$ cat config.mk
export PLATFORM = sky130hd
export DESIGN_NAME = color_poll_scheduler
export DESIGN_NICKNAME = d
export VERILOG_FILES = /design/src/rtl/color_sensor_pkg.sv /design/src/rtl/poll_period_timer.sv /design/src/rtl/color_poll_scheduler.sv
export SDC_FILE = /design/constraint.sdc
export NUM_CORES = 1
export LEC_CHECK = 0
export CORE_MARGIN = 2
export CORE_UTILIZATION = 45
export CTS_CLUSTER_DIAMETER = 50
export CTS_CLUSTER_SIZE = 30
export DETAILED_ROUTE_END_ITERATION = 10
export GPL_ROUTABILITY_DRIVEN = 0
export MAX_ROUTING_LAYER = met4
export PLACE_DENSITY = 0.79
export SLEW_MARGIN = 15
export SYNTH_ARGS = -nofsm -noshare
export SYNTH_HDL_FRONTEND = slang
export SYNTH_SLANG_ARGS = --single-unit
$ cat constraint.sdc
create_clock -name clk -period 14 [get_ports clk]
set_input_delay 4.2 -clock clk [delete_from_list [all_inputs] [get_ports clk]]
set_output_delay 4.2 -clock clk [all_outputs]
set_load 0.1 [all_outputs]
$ cat src/rtl/color_sensor_pkg.sv
// Shared definitions for the colour-sensor polling datapath.
//   state_t      : poll scheduler FSM states
//   CH_*         : channel index constants (0=clear .. 4=infrared)
//   DEF_*        : default widths/counts used by the scheduler parameters
//   ch_addr()    : sensor sub-address of a channel (8-bit modulo arithmetic)
package color_sensor_pkg;

  localparam int DEF_REG_WIDTH = 16;
  localparam int DEF_CH_NUM    = 5;

  localparam int CH_CLEAR    = 0;
  localparam int CH_RED      = 1;
  localparam int CH_GREEN    = 2;
  localparam int CH_BLUE     = 3;
  localparam int CH_INFRARED = 4;

  typedef enum logic [2:0] {
    IDLE        = 3'd0,
    SELECT      = 3'd1,
    REQ         = 3'd2,
    WAIT_ACK    = 3'd3,
    WAIT_PERIOD = 3'd4
  } state_t;

  // Channel i lives at base + 2*i; the sum wraps at 8 bits.
  function automatic logic [7:0] ch_addr(input logic [7:0] base, input logic [7:0] idx);
    return base + {idx[6:0], 1'b0};
  endfunction

endpackage

$ cat src/rtl/poll_period_timer.sv
// Loadable down-counter that paces the idle gap between polling rounds.
//   clk, rst  : clock, asynchronous active-high reset
//   load      : load load_val into the counter (has priority over counting)
//   load_val  : value to load
//   expired   : 1 while the counter is at zero
// The counter decrements every cycle until it reaches zero, then holds.
module poll_period_timer #(
  parameter int PERIOD_WIDTH = 16
) (
  input  logic                    clk,
  input  logic                    rst,
  input  logic                    load,
  input  logic [PERIOD_WIDTH-1:0] load_val,
  output logic                    expired
);

  logic [PERIOD_WIDTH-1:0] r_count;

  always_ff @(posedge clk or posedge rst) begin
    if (rst) begin
      r_count <= '0;
    end else if (load) begin
      r_count <= load_val;
    end else if (r_count != '0) begin
      r_count <= r_count - 1'b1;
    end
  end

  assign expired = (r_count == '0);

endmodule

$ cat src/rtl/color_poll_scheduler.sv
// Round-robin poll scheduler for the colour sensor.
// Walks the enabled channels, issues one read per channel to the I2C master
// over a req/ack handshake, retries NACKed reads, and publishes results.
//   clk, rst      : clock, asynchronous active-high reset
//   cfg_power_on  : polling enable
//   cfg_ch_en     : per-channel enable, sampled at each round start
//   cfg_period    : idle countdown between rounds
//   i2c_req/addr  : read request and sensor sub-address to the I2C master
//   i2c_ack/nack  : transaction done / sensor NACKed (valid with ack)
//   i2c_rdata     : read data, valid with ack when nack=0
//   ch_data       : latest word per channel (slot i at [REG_WIDTH*i +: REG_WIDTH])
//   ch_valid      : one-cycle update strobe per channel
//   round_done    : one-cycle pulse at the end of each round
//   bsy           : round in progress (SELECT, REQ, WAIT_ACK)
//   nack          : one-cycle pulse when a channel is dropped after retries
module color_poll_scheduler
  import color_sensor_pkg::*;
#(
  parameter int          REG_WIDTH    = DEF_REG_WIDTH,
  parameter int          CH_NUM       = DEF_CH_NUM,
  parameter int          PERIOD_WIDTH = 16,
  parameter logic [7:0]  ADDR_BASE    = 8'h14,
  parameter int          MAX_RETRY    = 2
) (
  input  logic                        clk,
  input  logic                        rst,
  input  logic                        cfg_power_on,
  input  logic [CH_NUM-1:0]           cfg_ch_en,
  input  logic [PERIOD_WIDTH-1:0]     cfg_period,
  output logic                        i2c_req,
  output logic [7:0]                  i2c_addr,
  input  logic                        i2c_ack,
  input  logic                        i2c_nack,
  input  logic [REG_WIDTH-1:0]        i2c_rdata,
  output logic [CH_NUM*REG_WIDTH-1:0] ch_data,
  output logic [CH_NUM-1:0]           ch_valid,
  output logic                        round_done,
  output logic                        bsy,
  output logic                        nack
);

  // Index must be able to hold CH_NUM (one past the last channel).
  localparam int IDX_W   = $clog2(CH_NUM + 1);
  localparam int RETRY_W = (MAX_RETRY < 1) ? 1 : $clog2(MAX_RETRY + 1);

  state_t               r_state;
  state_t               w_state_next;
  logic [CH_NUM-1:0]    r_en;
  logic [IDX_W-1:0]     r_idx;
  logic [RETRY_W-1:0]   r_retry;
  logic                 r_drop;
  logic                 r_req;
  logic [7:0]           r_addr;
  logic                 r_round_done;
  logic                 r_nack;
  logic [REG_WIDTH-1:0] r_slot  [CH_NUM];
  logic                 r_valid [CH_NUM];

  logic                 w_found;
  logic [IDX_W-1:0]     w_found_idx;
  logic                 w_expired;
  logic                 w_start;
  logic                 w_load;
  logic                 w_round_done;
  logic                 w_pick;
  logic                 w_issue;
  logic                 w_take;
  logic                 w_retry;
  logic                 w_give_up;
  logic                 w_discard;

  // Lowest enabled channel at or above the current index; descending scan so
  // the last hit wins, which is the lowest index.
  always_comb begin
    w_found     = 1'b0;
    w_found_idx = '0;
    for (int i = CH_NUM - 1; i >= 0; i--) begin
      if (r_en[i] && (IDX_W'(i) >= r_idx)) begin
        w_found     = 1'b1;
        w_found_idx = IDX_W'(i);
      end
    end
  end

  poll_period_timer #(
    .PERIOD_WIDTH (PERIOD_WIDTH)
  ) u_timer (
    .clk      (clk),
    .rst      (rst),
    .load     (w_load),
    .load_val (cfg_period),
    .expired  (w_expired)
  );

  always_ff @(posedge clk or posedge rst) begin
    if (rst) begin
      r_state <= IDLE;
    end else begin
      r_state <= w_state_next;
    end
  end

  always_comb begin
    w_state_next = r_state;
    w_start      = 1'b0;
    w_load       = 1'b0;
    w_round_done = 1'b0;
    w_pick       = 1'b0;
    w_issue      = 1'b0;
    w_take       = 1'b0;
    w_retry      = 1'b0;
    w_give_up    = 1'b0;
    w_discard    = 1'b0;
    unique case (r_state)
      IDLE: begin
        if (cfg_power_on) begin
          w_start      = 1'b1;
          w_state_next = SELECT;
        end
      end
      SELECT: begin
        if (!cfg_power_on) begin
          w_state_next = IDLE;
        end else if (w_found) begin
          w_pick       = 1'b1;
          w_state_next = REQ;
        end else begin
          w_round_done = 1'b1;
          w_load       = 1'b1;
          w_state_next = WAIT_PERIOD;
        end
      end
      REQ: begin
        if (!cfg_power_on) begin
          w_state_next = IDLE;
        end else begin
          w_issue      = 1'b1;
          w_state_next = WAIT_ACK;
        end
      end
      WAIT_ACK: begin
        // An in-flight transaction always runs to its ack; a power-off seen
        // at any point while waiting turns the result into a discard.
        if (i2c_ack) begin
          if (r_drop || !cfg_power_on) begin
            w_discard    = 1'b1;
            w_state_next = IDLE;
          end else if (!i2c_nack) begin
            w_take       = 1'b1;
            w_state_next = SELECT;
          end else if (r_retry < RETRY_W'(MAX_RETRY)) begin
            w_retry      = 1'b1;
            w_state_next = REQ;
          end else begin
            w_give_up    = 1'b1;
            w_state_next = SELECT;
          end
        end
      end
      WAIT_PERIOD: begin
        if (!cfg_power_on) begin
          w_state_next = IDLE;
        end else if (w_expired) begin
          w_start      = 1'b1;
          w_state_next = SELECT;
        end
      end
      default: begin
        w_state_next = IDLE;
      end
    endcase
  end

  always_ff @(posedge clk or posedge rst) begin
    if (rst) begin
      r_en         <= '0;
      r_idx        <= '0;
      r_retry      <= '0;
      r_drop       <= 1'b0;
      r_req        <= 1'b0;
      r_addr       <= '0;
      r_round_done <= 1'b0;
      r_nack       <= 1'b0;
    end else begin
      r_round_done <= w_round_done;
      r_nack       <= w_give_up;

      if (w_start) begin
        r_en  <= cfg_ch_en;
        r_idx <= '0;
      end else if (w_pick) begin
        r_idx <= w_found_idx;
      end else if (w_take || w_give_up) begin
        r_idx <= r_idx + 1'b1;
      end

      // Address is fixed at channel selection and reused for retries.
      if (w_pick) begin
        r_addr <= ch_addr(ADDR_BASE, 8'(w_found_idx));
      end

      if (w_issue) begin
        r_req <= 1'b1;
      end else if ((r_state == WAIT_ACK) && i2c_ack) begin
        r_req <= 1'b0;
      end

      if (w_retry) begin
        r_retry <= r_retry + 1'b1;
      end else if (w_take || w_give_up || w_discard || w_start) begin
        r_retry <= '0;
      end

      if ((r_state == WAIT_ACK) && !i2c_ack && !cfg_power_on) begin
        r_drop <= 1'b1;
      end else if (r_state != WAIT_ACK || i2c_ack) begin
        r_drop <= 1'b0;
      end
    end
  end

  genvar gi;
  generate
    for (gi = 0; gi < CH_NUM; gi++) begin : g_slot
      always_ff @(posedge clk or posedge rst) begin
        if (rst) begin
          r_slot[gi]  <= '0;
          r_valid[gi] <= 1'b0;
        end else begin
          r_valid[gi] <= w_take && (r_idx == IDX_W'(gi));
          if (w_take && (r_idx == IDX_W'(gi))) begin
            r_slot[gi] <= i2c_rdata;
          end
        end
      end
      assign ch_data[gi*REG_WIDTH +: REG_WIDTH] = r_slot[gi];
      assign ch_valid[gi]                       = r_valid[gi];
    end
  endgenerate

  assign i2c_req    = r_req;
  assign i2c_addr   = r_addr;
  assign round_done = r_round_done;
  assign nack       = r_nack;
  assign bsy        = (r_state == SELECT) || (r_state == REQ) || (r_state == WAIT_ACK);

endmodule
# Word-level counts from Yosys, hierarchy flattened
# Index checks and enable logic that the tools add are counted.
# totals
regBits	126
inputBits	42
elab_cells	134
# op_classes
add_sub_neg	4
n_lt_le_gt_ge	6
eq_ne	12
muxes	60
n_reduce_logical	32
# ops
op	n
two-way mux 3 bit	14
two-way mux 1 bit	36
two-way mux 16 bit	2
logical NOT 16 bit	1
nonzero test 16 bit	1
subtractor 16 x 1 -> 16 bit (second input constant)	1
case mux 3 bit (5 select lines)	1
logical AND 1 bit	13
equality test 3 x 2 -> 1 bit (second input constant)	4
two-way mux 2 bit	6
nonzero test 2 bit	4
logical OR 1 bit	7
adder 5 x 4 -> 6 bit (first input constant)	1
equality test 3 x 1 -> 1 bit (second input constant)	2
equality test 3 bit (second input constant)	2
greater-or-equal comparator 1 x 3 -> 1 bit (first input constant)	2
greater-or-equal comparator 2 x 3 -> 1 bit (first input constant)	2
logical NOT 3 bit	2
!= test 3 x 2 -> 1 bit (second input constant)	2
!= test 2 bit (second input constant)	2
adder 3 x 1 -> 3 bit (second input constant)	1
greater-or-equal comparator 3 bit (first input constant)	1
AND reduction 3 bit	1
nonzero test 3 bit	1
4 further kinds	5

# Logic depth before layout (Yosys ltp)
# Gate-level depths: netlist of the first run.
# logic_depth
depth_word	12
depth_mapped	9
mapped_depth_nobuf	8

# By module
# Synthesis of the first run repeated with hierarchy kept, for this count alone.
# hier_totals
cells_unflattened	418
area_unflattened_um2	5525.3
# by_module_without_submodules
module	n_inst	cells_per_inst	area_each_um2	seq_area_each_um2
color_poll_scheduler	1	310	4516.8	2677.6
poll_period_timer	1	108	1008.5	400.4

# Least setup slack after synthesis of the first run
# Ideal clock, no wire load.
# synth_timing
path_type	reg2out
startpoint	register r_state[0]
endpoint	output bsy
arrival_time_ps	1779
required_ps	9800
slack_ps	8021
path_stages_with_launch	4
path_cell_list	dfrtp_1 buf_2 nor2_1 nor2_1
# synth_via
elab_chain_len	3
elab_cells_between_ends	5
cone_classes	3 x eq/ne; 2 x reduce/logical
# synth_lines
element	line_no	source
from (decl)	color_poll_scheduler.sv:46	state_t r_state;
from (signal assigned)	color_poll_scheduler.sv:99	r_state <= w_state_next;
equality test 3 x 1 -> 1 bit or equality test 3 x 2 -> 1 bit (tied branches)	color_poll_scheduler.sv:245	assign bsy = (r_state == SELECT) || (r_state == REQ) || (r_state == WAIT_ACK);
logical OR 1 bit	color_poll_scheduler.sv:245	
logical OR 1 bit (*)	color_poll_scheduler.sv:245	
to (decl)	color_poll_scheduler.sv:38	output logic bsy,
# Mark *: on every way between the ends. The rest lies on a longest branch, timed or not.

# Worst setup path after layout of the first run
# layout_timing
startpoint	input i2c_ack
endpoint	register r_slot, in the netlist ch_data[55]
# layout_via
elab_chain_len	3
# layout_lines
element	line_no	source
from (decl)	color_poll_scheduler.sv:32	input logic i2c_ack,
two-way mux 1 bit	color_poll_scheduler.sv:144	if (i2c_ack) begin
two-way mux 1 bit	color_poll_scheduler.sv:114	unique case (r_state)
logical AND 1 bit	color_poll_scheduler.sv:231	if (w_take && (r_idx == IDX_W'(gi))) begin
to (signal, indexed assignment)	color_poll_scheduler.sv:232	r_slot[gi] <= i2c_rdata;
to (decl)	color_poll_scheduler.sv:56	logic [REG_WIDTH-1:0] r_slot [CH_NUM];
# No other way between the ends.
# A chain may end at the register's enable or synchronous reset.

==> results of run 1 <==
[registers in the layout (all words and copies together) (netlist names), 2 cells and up]
name / cells
r_retry: 2
ch_valid: 5
r_state: 3
r_en: 5
i2c_addr: 5
u_timer.r_count: 16
ch_data: 80
r_idx: 3
[cell usage after synthesis (all sizes together), types with 4 or more instances]
cell type / instances
a21oi: 5
nand2: 33
nor4: 5
dfrtp: 123
nor2: 20
o31ai: 12
clkbuf: 5
nor3: 6
inv: 13
mux2: 91
or4: 4
nor2b: 6
nand3: 4
xor2: 4
buf: 12
ha: 6
xnor2: 10
o22ai: 4
o21ai: 8
[cell type report]
type / count / area, um2
Inverter: 13 / 51.30
Fill cell: 898 / 4164
Clock inverter: 3 / 17.52
Clock buffer: 25 / 475.5
Tap cell: 143 / 178.9
Sequential cell: 123 / 3078
Timing Repair Buffer: 140 / 1389
Multi-Input combinational cell: 252 / 2064
[logic make-up after synthesis]
family | synth area share
AO/OA/AOI/OAI | 0.05589
AND/OR/NAND/NOR | 0.09466
multiplexers | 0.1969
flip-flops | 0.5850
XOR/XNOR | 0.02330
adder cells (fa/ha/maj) | 0.01617
other | 0.0007128
buffers and inverters | 0.02735
[worst min path at each step]
stage	startpoint	to	slack (ns)
global placement	i2c_addr[2]	i2c_addr[2]	0.46
CTS	i2c_addr[2]	i2c_addr[2]	0.48
global route	i2c_addr[2]	i2c_addr[2]	0.51
floorplan	r_retry[0]	r_retry[0]	0.46
detailed placement	i2c_addr[2]	i2c_addr[2]	0.47
finish	i2c_addr[2]	i2c_addr[2]	0.47
[power by group through the flow]
stage | Clock, mW | Combinational [mW] | Sequential, mW
6_report | 0.370 | 0.743 | 0.516
5_1_grt | 0.394 | 0.776 | 0.527
4_1_cts | 0.379 | 0.748 | 0.515
3_5_place_dp | 0 | 0.745 | 0.519
3_3_place_gp | 0 | 0.734 | 0.513
2_1_floorplan | 0 | 0.218 | 0.866
[metrics by stage]
step	cells	setup WS [ns]	hold slack, ns
6_report	699	7.359	0.4709
5_1_grt	699	7.098	0.5091
4_1_cts	699	7.315	0.4781
3_5_place_dp	671	6.903	0.4673
3_3_place_gp	671	7.052	0.4609
2_1_floorplan	405	6.529	0.4640
[layer usage]
layer / up-vias / global-route usage
met4: 0 / 0.07561
met1: 1845 / 0.2531
met2: 112 / 0.3418
li1: 1709 / -
met5: - / -
met3: 14 / 0.07127
[worst max-delay path: stages]
cell             delay [ns]
clkdlybuf4s50_1        0.58
nand4b_1               0.31
nor2_1                 0.37
nand4_1                0.85
mux2_2                 0.60
==> flow_summary.toml, run 1 <==
[routing]
vias = 3680
first_iter_violations = 165
wl_met2_um = 6202
via_per_inst = 5.265
ant_nets = 0
first_pass_iters = 4
post_drt_wl_per_cell_um = 17.64
wl_met1_um = 5294
drt-total-wl_um = 12330
highest_layer = "met4"
drc = 0
wl_met3_um = 630

[worst_setup_path]
reg2reg_to = "ch_data[55]"
crit_end = "ch_data[55]"
reg2reg_depth = 4
startpoint = "i2c_ack"
cp.required_ns = 14.27
r2r_setup_slack_ns = 11.16
critPathLaunchType = "input pin"
path_class = "in -> reg"
cp-end-kind = "register"
arrival_ns = 6.92
crit_fanout = 17
r2r_start = "r_state[2]"

[power_and_ir_drop]
seq_power_share = 0.317
p_total_mw = 1.629
p_clk_frac = 0.227
net-switching-power_mw = 0.7405
ir_drop_mv = 0.1911
switching_share = 0.4546
combPwrFrac = 0.456
intPower_mw = 0.8883
power.leakage_nw = 3.281
p_per_area_nw_per_um2 = 224.5

[logic_synthesis]
synth_edf_count = 0
synthesis.area_um2 = 5261
netlist-cell-type-count = 48
ys_seq_elements = 123
syn-instance-count = 403
synth_top_area_frac = 0.5850
synth.largest_area_cell = "dfrtp_1"
synthFlopType = "dfrtp_1"
synth_area_leaders = "dfrtp_1 59%, mux2_2 19%, nand2_1 2.4%"
yosysSeqAreaShare = 0.5850
ys_async_sr_fraction = 1.000
synth.avg_cell_area_um2 = 13.06
yosysWarnings = 0

[sta]
clock.fmax_mhz = 150.6
final-max-slew-violation-count = 0
tightest_slew_ns = 1.066
clock_skew_ns = 0.01018
finalSetupViolCount = 0
fin_setup_tns_ns = 0
fin_crit_sh = 0.4744
rsz0062_at_grt = "no"
relSlewSlack = 0.2876
final.min_clock_period_ns = 6.641
finalHoldViolations = 0

[global_route]
grt_pass1_wl_um = 20380
grtUsageTotal = 0.2132
grt_max_degree = 69
first_global_vias = 3979
antenna_found_initial = 0
grt_overflow = 0

[finish]
fin_area_um2 = 7254
final_util = 0.6353
final_cell_mix = "135 x clkdlybuf4s50_1, 123 x dfrtp_1, 88 x mux2_2, 33 x nand2_1, 19 x nor2_1"
drive_gt1_frac = 0.2320
fin_nets = 595
synthToLayoutAreaGrowth_pct = 37.88
insertedDiodeCount = 0
final_common_cell = "clkdlybuf4s50_1"

[clock_tree]
cts.clk_slew.worst_paths_ns = 0.05
post_cts_buffers = 0
holdBufCountCts = 0
cts_sinks = 123
cts_tree = "done"
clk_latency_ns = 0.41
numCtsBuffers = 17
cts-root-buf = "clkbuf_16"
htree_levels = 4
clockBufferDepth = 2
cts_resized = 0

[floorplan]
die_height_um = 112.1
rows = 39
dieArea_um2 = 12570
pin_count = 139
coreArea_um2 = 11420
start_util = 0.4608
die_x_um = 112.1

[hold_path]
hold_depth = 1
hp-class = "reg -> reg"

[run]
max-cap-violations = 0

[outcome]
status = "completed"

[placement]
dpl_cell_area_um2 = 6761
dp_hpwl_um = 8433
io_buffers = 135
Note: power is estimated with default switching activity, not from simulation.
==> run 2, diff against run 1 <==
==> constraint.sdc (replaced) <==
create_clock -name clk -period 6.3 [get_ports clk]
set_input_delay 1.89 -clock clk [delete_from_list [all_inputs] [get_ports clk]]
set_output_delay 1.89 -clock clk [all_outputs]
set_load 0.1 [all_outputs]
==> run 2 against run 1 <==
  * Power grew 130%
  * Die area is the same
  * Sequential power grew 120%
  * Register-to-register slack lost 7.7 ns
  * Critical path depth grew 1
==> flow_summary.toml, run 2 (synthesis results as in run 1) <==
[outcome]
status = "completed"

[clock_tree]
clockBufferDepth = 2
cts_tree = "done"
clk_latency_ns = 0.42
holdBufCountCts = 0
cts_sinks = 123
post_cts_buffers = 0
cts-root-buf = "clkbuf_16"
htree_levels = 4
cts_resized = 0
numCtsBuffers = 17
cts.clk_slew.worst_paths_ns = 0.05

[sta]
hold_ws_ns = 0.4869
clock.fmax_mhz = 229.6
finalSetupViolCount = 0
relSlewSlack = 0.3129
clock_skew_ns = 0.01192
fin_crit_sh = 0.6915
final.min_clock_period_ns = 4.356
finalHoldViolations = 0
final-max-slew-violation-count = 0
tightest_slew_ns = 1.027
fin_setup_tns_ns = 0
rsz0062_at_grt = "no"

[power_and_ir_drop]
ir_drop_mv = 0.3827
power.leakage_nw = 3.362
p_per_area_nw_per_um2 = 515.4

[routing]
ant_nets = 0
first_pass_iters = 4
drt-total-wl_um = 12630
drc = 0
via_per_inst = 5.270
first_iter_violations = 182
vias = 3710
post_drt_wl_per_cell_um = 17.94

[global_route]
grt_max_degree = 85
grt_overflow = 0
grtUsageTotal = 0.2155
first_global_vias = 3930
antenna_found_initial = 0
grt_pass1_wl_um = 20510

[worst_setup_path]
cp-end-kind = "register"
reg2reg_depth = 7
path_class = "in -> reg"
cp.required_ns = 6.59
crit_chain = "clkdlybuf4s50_1, inv_1, or4b_2, nor4_4, buf_4, mux2_2"
cp_slowest_cell = "or4b_2"
path_delay_family = "simple AND/OR/NAND/NOR gates"
crit_fanout = 21
crit_buf_inv = 3
arrival_ns = 4.65
critPathLaunchType = "input pin"
cp.depth = 6
slowest_delay_ns = 0.68

[finish]
synthToLayoutAreaGrowth_pct = 40.86
seq_area_um2 = 3078
multiInputGateArea_um2 = 2064
drive_gt1_frac = 0.2442
final_cell_mix = "135 x clkdlybuf4s50_1, 123 x dfrtp_1, 88 x mux2_2, 33 x nand2_1, 19 x nor2_1"
largest_reg_flops = 80
fill_cells = 872
insertedDiodeCount = 0
final_cell_count_no_fill = 704
fin_nets = 597
final_common_cell = "clkdlybuf4s50_1"

[placement]
io_buffers = 135
dp_hpwl_um = 8615
dp.cells = 672

[floorplan]
pin_count = 139
dieArea_um2 = 12570
coreArea_um2 = 11420
rows = 39
die_x_um = 112.1
die_height_um = 112.1
start_util = 0.4608

[hold_path]
hp-class = "reg -> reg"
hold_depth = 2

[run]
max-cap-violations = 0
-- run 2: changes by cell type in the layout (fill, tap and decap cells not counted), sizes merged --
cell	before	now
buf	5	7
clkinvlp	1	0
bufinv	0	3
clkinv	2	3
-- run 2: per-layer routing --
metal,vias up,part of all wire,global-route usage
met5,-,0,-
met4,0,0.024,0.09593
met3,22,0.048,0.05778
met2,106,0.51,0.3510
met1,1876,0.42,0.2519
li1,1706,-,-
-- run 2: area by class of cell --
cell class / count / area share
Multi-Input combinational cell: 252 / 0.2786
Inverter: 13 / 0.006922
Tap cell: 143 / 0.02414
Sequential cell: 123 / 0.4153
Clock inverter: 6 / 0.01469
Timing Repair Buffer: 142 / 0.1921
Clock buffer: 25 / 0.06821
-- run 2: power by group --
| group | total (mW) | internal [mW] | leakage, nW | switching, mW |
|---|---|---|---|---|
| registers | 1.15 | 0.988 | 1.64 | 0.158 |
| logic | 1.67 | 0.476 | 1.41 | 1.19 |
| clock network | 1.01 | 0.672 | 0.303 | 0.334 |
| total | 3.82 | 2.14 | 3.36 | 1.68 |
-- run 2: final timing paths --
kind	end	slack (ns)	start
min in group asynchronous	u_timer.r_count[0]	1.79	rst
hold reg to reg	i2c_addr[1]	0.49	i2c_addr[1]
setup reg to reg	u_timer.r_count[1]	3.50	r_idx[1]
setup / recovery	u_timer.r_count[1]	1.94	cfg_power_on
hold / removal	i2c_addr[1]	0.49	i2c_addr[1]
max in group asynchronous	u_timer.r_count[6]	3.35	rst
-- run 2: tightest hold or removal path, cell delays in order, from the launching register on --
cell and delay [ns]:
dfrtp_1 0.35, nand2_1 0.05, o21ai_0 0.06
-- run 2: stage by stage --
stage | utilization | worst slack [ns] | cell area [um2] | power [mW]
after floorplan | - | 1.139 | 5269 | 2.408
final | 0.6490 | 1.944 | 7411 | 3.820
after detailed placement | 0.5928 | 1.528 | 6769 | 2.815
after global routing | 0.6490 | 1.826 | 7411 | 3.970
after CTS | 0.6466 | 1.981 | 7383 | 3.835
after global placement | 0.5928 | 1.652 | 6769 | 2.774
==> run 3, diff against run 2 <==
==> constraint.sdc (replaced) <==
create_clock -name clk -period 4.19 [get_ports clk]
set_input_delay 1.257 -clock clk [delete_from_list [all_inputs] [get_ports clk]]
set_output_delay 1.257 -clock clk [all_outputs]
set_load 0.1 [all_outputs]
==> run 3 against run 2 <==
  * Core utilization increased by 0.51 points
  * Via count is 2.4% lower
  * Global-route usage fell by 0.82 points
  * Power grew 51%
  * Sequential share of layout area decreased by 0.33 points
  * Largest cell class unchanged
  * Hold slack better by 0.0036 ns
  * Routed wire length fell by 4.3%
==> flow_summary.toml, run 3 (synthesis results as in run 1) <==
[sta]
fin_setup_tns_ns = 0
final.min_clock_period_ns = 3.225
setup_ws_ns = 0.9645
relSlewSlack = 0.3141
tightest_slew_ns = 1.026
finalSetupViolCount = 0
finalHoldViolations = 0
fin_crit_sh = 0.7698
clock_skew_ns = 0.007991
rsz0062_at_grt = "no"
clock.fmax_mhz = 310.0
final-max-slew-violation-count = 0

[worst_setup_path]
arrival_ns = 3.53
crit_fanout = 19
cp_slowest_cell = "or4b_2"
path_class = "in -> reg"
crit_top_cell = "buf_4"
critPathLaunchType = "input pin"
cp.required_ns = 4.50
cp-end-kind = "register"
crit_chain = "clkdlybuf4s50_1, inv_1, or4b_2, nor4_4, buf_4, buf_4, nand2_1, o31ai_1"
slowest_delay_ns = 0.68

[routing]
ant_nets = 0
drc = 0
drt-total-wl_um = 12080
first_pass_iters = 4
vias = 3620
first_iter_violations = 178
post_drt_wl_per_cell_um = 17.07
via_per_inst = 5.113

[finish]
drive_gt1_frac = 0.2549
multiInputGateArea_um2 = 2064
fill_cells = 868
final_util = 0.6542
fin_area_um2 = 7470
seq_area_um2 = 3078
synthToLayoutAreaGrowth_pct = 41.97
final_cell_mix = "134 x clkdlybuf4s50_1, 123 x dfrtp_1, 88 x mux2_2, 33 x nand2_1, 19 x nor2_1"
largest_reg_flops = 80
fin_nets = 601
insertedDiodeCount = 0
final_common_cell = "clkdlybuf4s50_1"

[clock_tree]
cts.clk_slew.worst_paths_ns = 0.05
numCtsBuffers = 17
cts_tree = "done"
cts_sinks = 123
holdBufCountCts = 0
post_cts_buffers = 0
cts-root-buf = "clkbuf_16"
clk_latency_ns = 0.41
clockBufferDepth = 2
cts_resized = 0
htree_levels = 4

[power_and_ir_drop]
p_clk_frac = 0.272
ir_drop_mv = 0.6136
combPwrFrac = 0.431
p_per_area_nw_per_um2 = 773.2
net-switching-power_mw = 2.499
seq_power_share = 0.297
power.leakage_nw = 3.393
switching_share = 0.4327
intPower_mw = 3.277

[outcome]
status = "completed"

[run]
max-cap-violations = 0

[placement]
dpl_cell_area_um2 = 6818
dp_hpwl_um = 8253
io_buffers = 135
pre_cts_ws_ns = 0.5364

[global_route]
grt_overflow = 0
first_global_vias = 3717
grt_max_degree = 124
antenna_found_initial = 0
grtUsageTotal = 0.2073
grt_pass1_wl_um = 19640

[floorplan]
rows = 39
pin_count = 139
coreArea_um2 = 11420
die_height_um = 112.1
start_util = 0.4608
dieArea_um2 = 12570
die_x_um = 112.1

[hold_path]
hp-class = "reg -> reg"
==> run 3: changes by cell type in the layout (fill, tap and decap cells not counted) <==
cell             change
clkdlybuf4s50_1      -1
clkbuf_8             +4
clkbuf_1             -2
inv_4                -1
buf_16               -1
clkinvlp_4           +1
buf_4                +5
clkinv_2             -2
buf_12               +1
==> run 3: critical path: cells and delay by family <==
family          cells  cell delay (ns)
compound gates      1             0.07
buf+inv             4             1.16
simple gates        3             1.04
==> run 3: metrics by stage <==
step,power [mW],hold slack [ns],std cells
after CTS,5.818,0.4940,708
final,5.776,0.4905,708
after global routing,6.015,0.5110,708
after global placement,4.166,0.4616,677
after detailed placement,4.221,0.4876,677
after floorplan,3.621,0.4640,405
==> run 3: area by class of cell <==
cell class              count  share of cell area
clock inverters             4             0.01323
multi-input cells         252              0.2764
flip-flops and latches    123              0.4121
repair buffers            146              0.1933
clock buffers              27             0.07404
well taps                 143             0.02395
inverters                  13            0.007035
==> run 3: final timing paths <==
path,from,cells after the start,to,slack [ns]
worst max-delay path,cfg_power_on,8,u_timer.r_count[11],0.96
worst min-delay path,r_retry[0],1,r_retry[0],0.49
worst max register to register,u_timer.r_count[0],6,r_en[4],1.50
worst min register to register,r_retry[0],1,r_retry[0],0.49
max in group asynchronous,rst,3,r_idx[2],2.31
min in group asynchronous,rst,3,r_idx[1],1.37
==> run 3: power by group through the flow <==
stage	registers (mW)	clock network [mW]	logic, mW
after global placement	1.71	0	2.46
after floorplan	2.89	0	0.729
final	1.71	1.57	2.49
after CTS	1.71	1.60	2.50
after detailed placement	1.73	0	2.49
after global routing	1.76	1.65	2.61
==> run 3: metal layers <==
| layer | vias up | track usage | wire [um] |
|---|---|---|---|
| li1 | 1727 | - | - |
| met1 | 1795 | 0.2596 | 5482 |
| met2 | 88 | 0.3116 | 5727 |
| met3 | 10 | 0.08261 | 738 |
| met4 | 0 | 0.06504 | 135 |
| met5 | - | - | 0 |
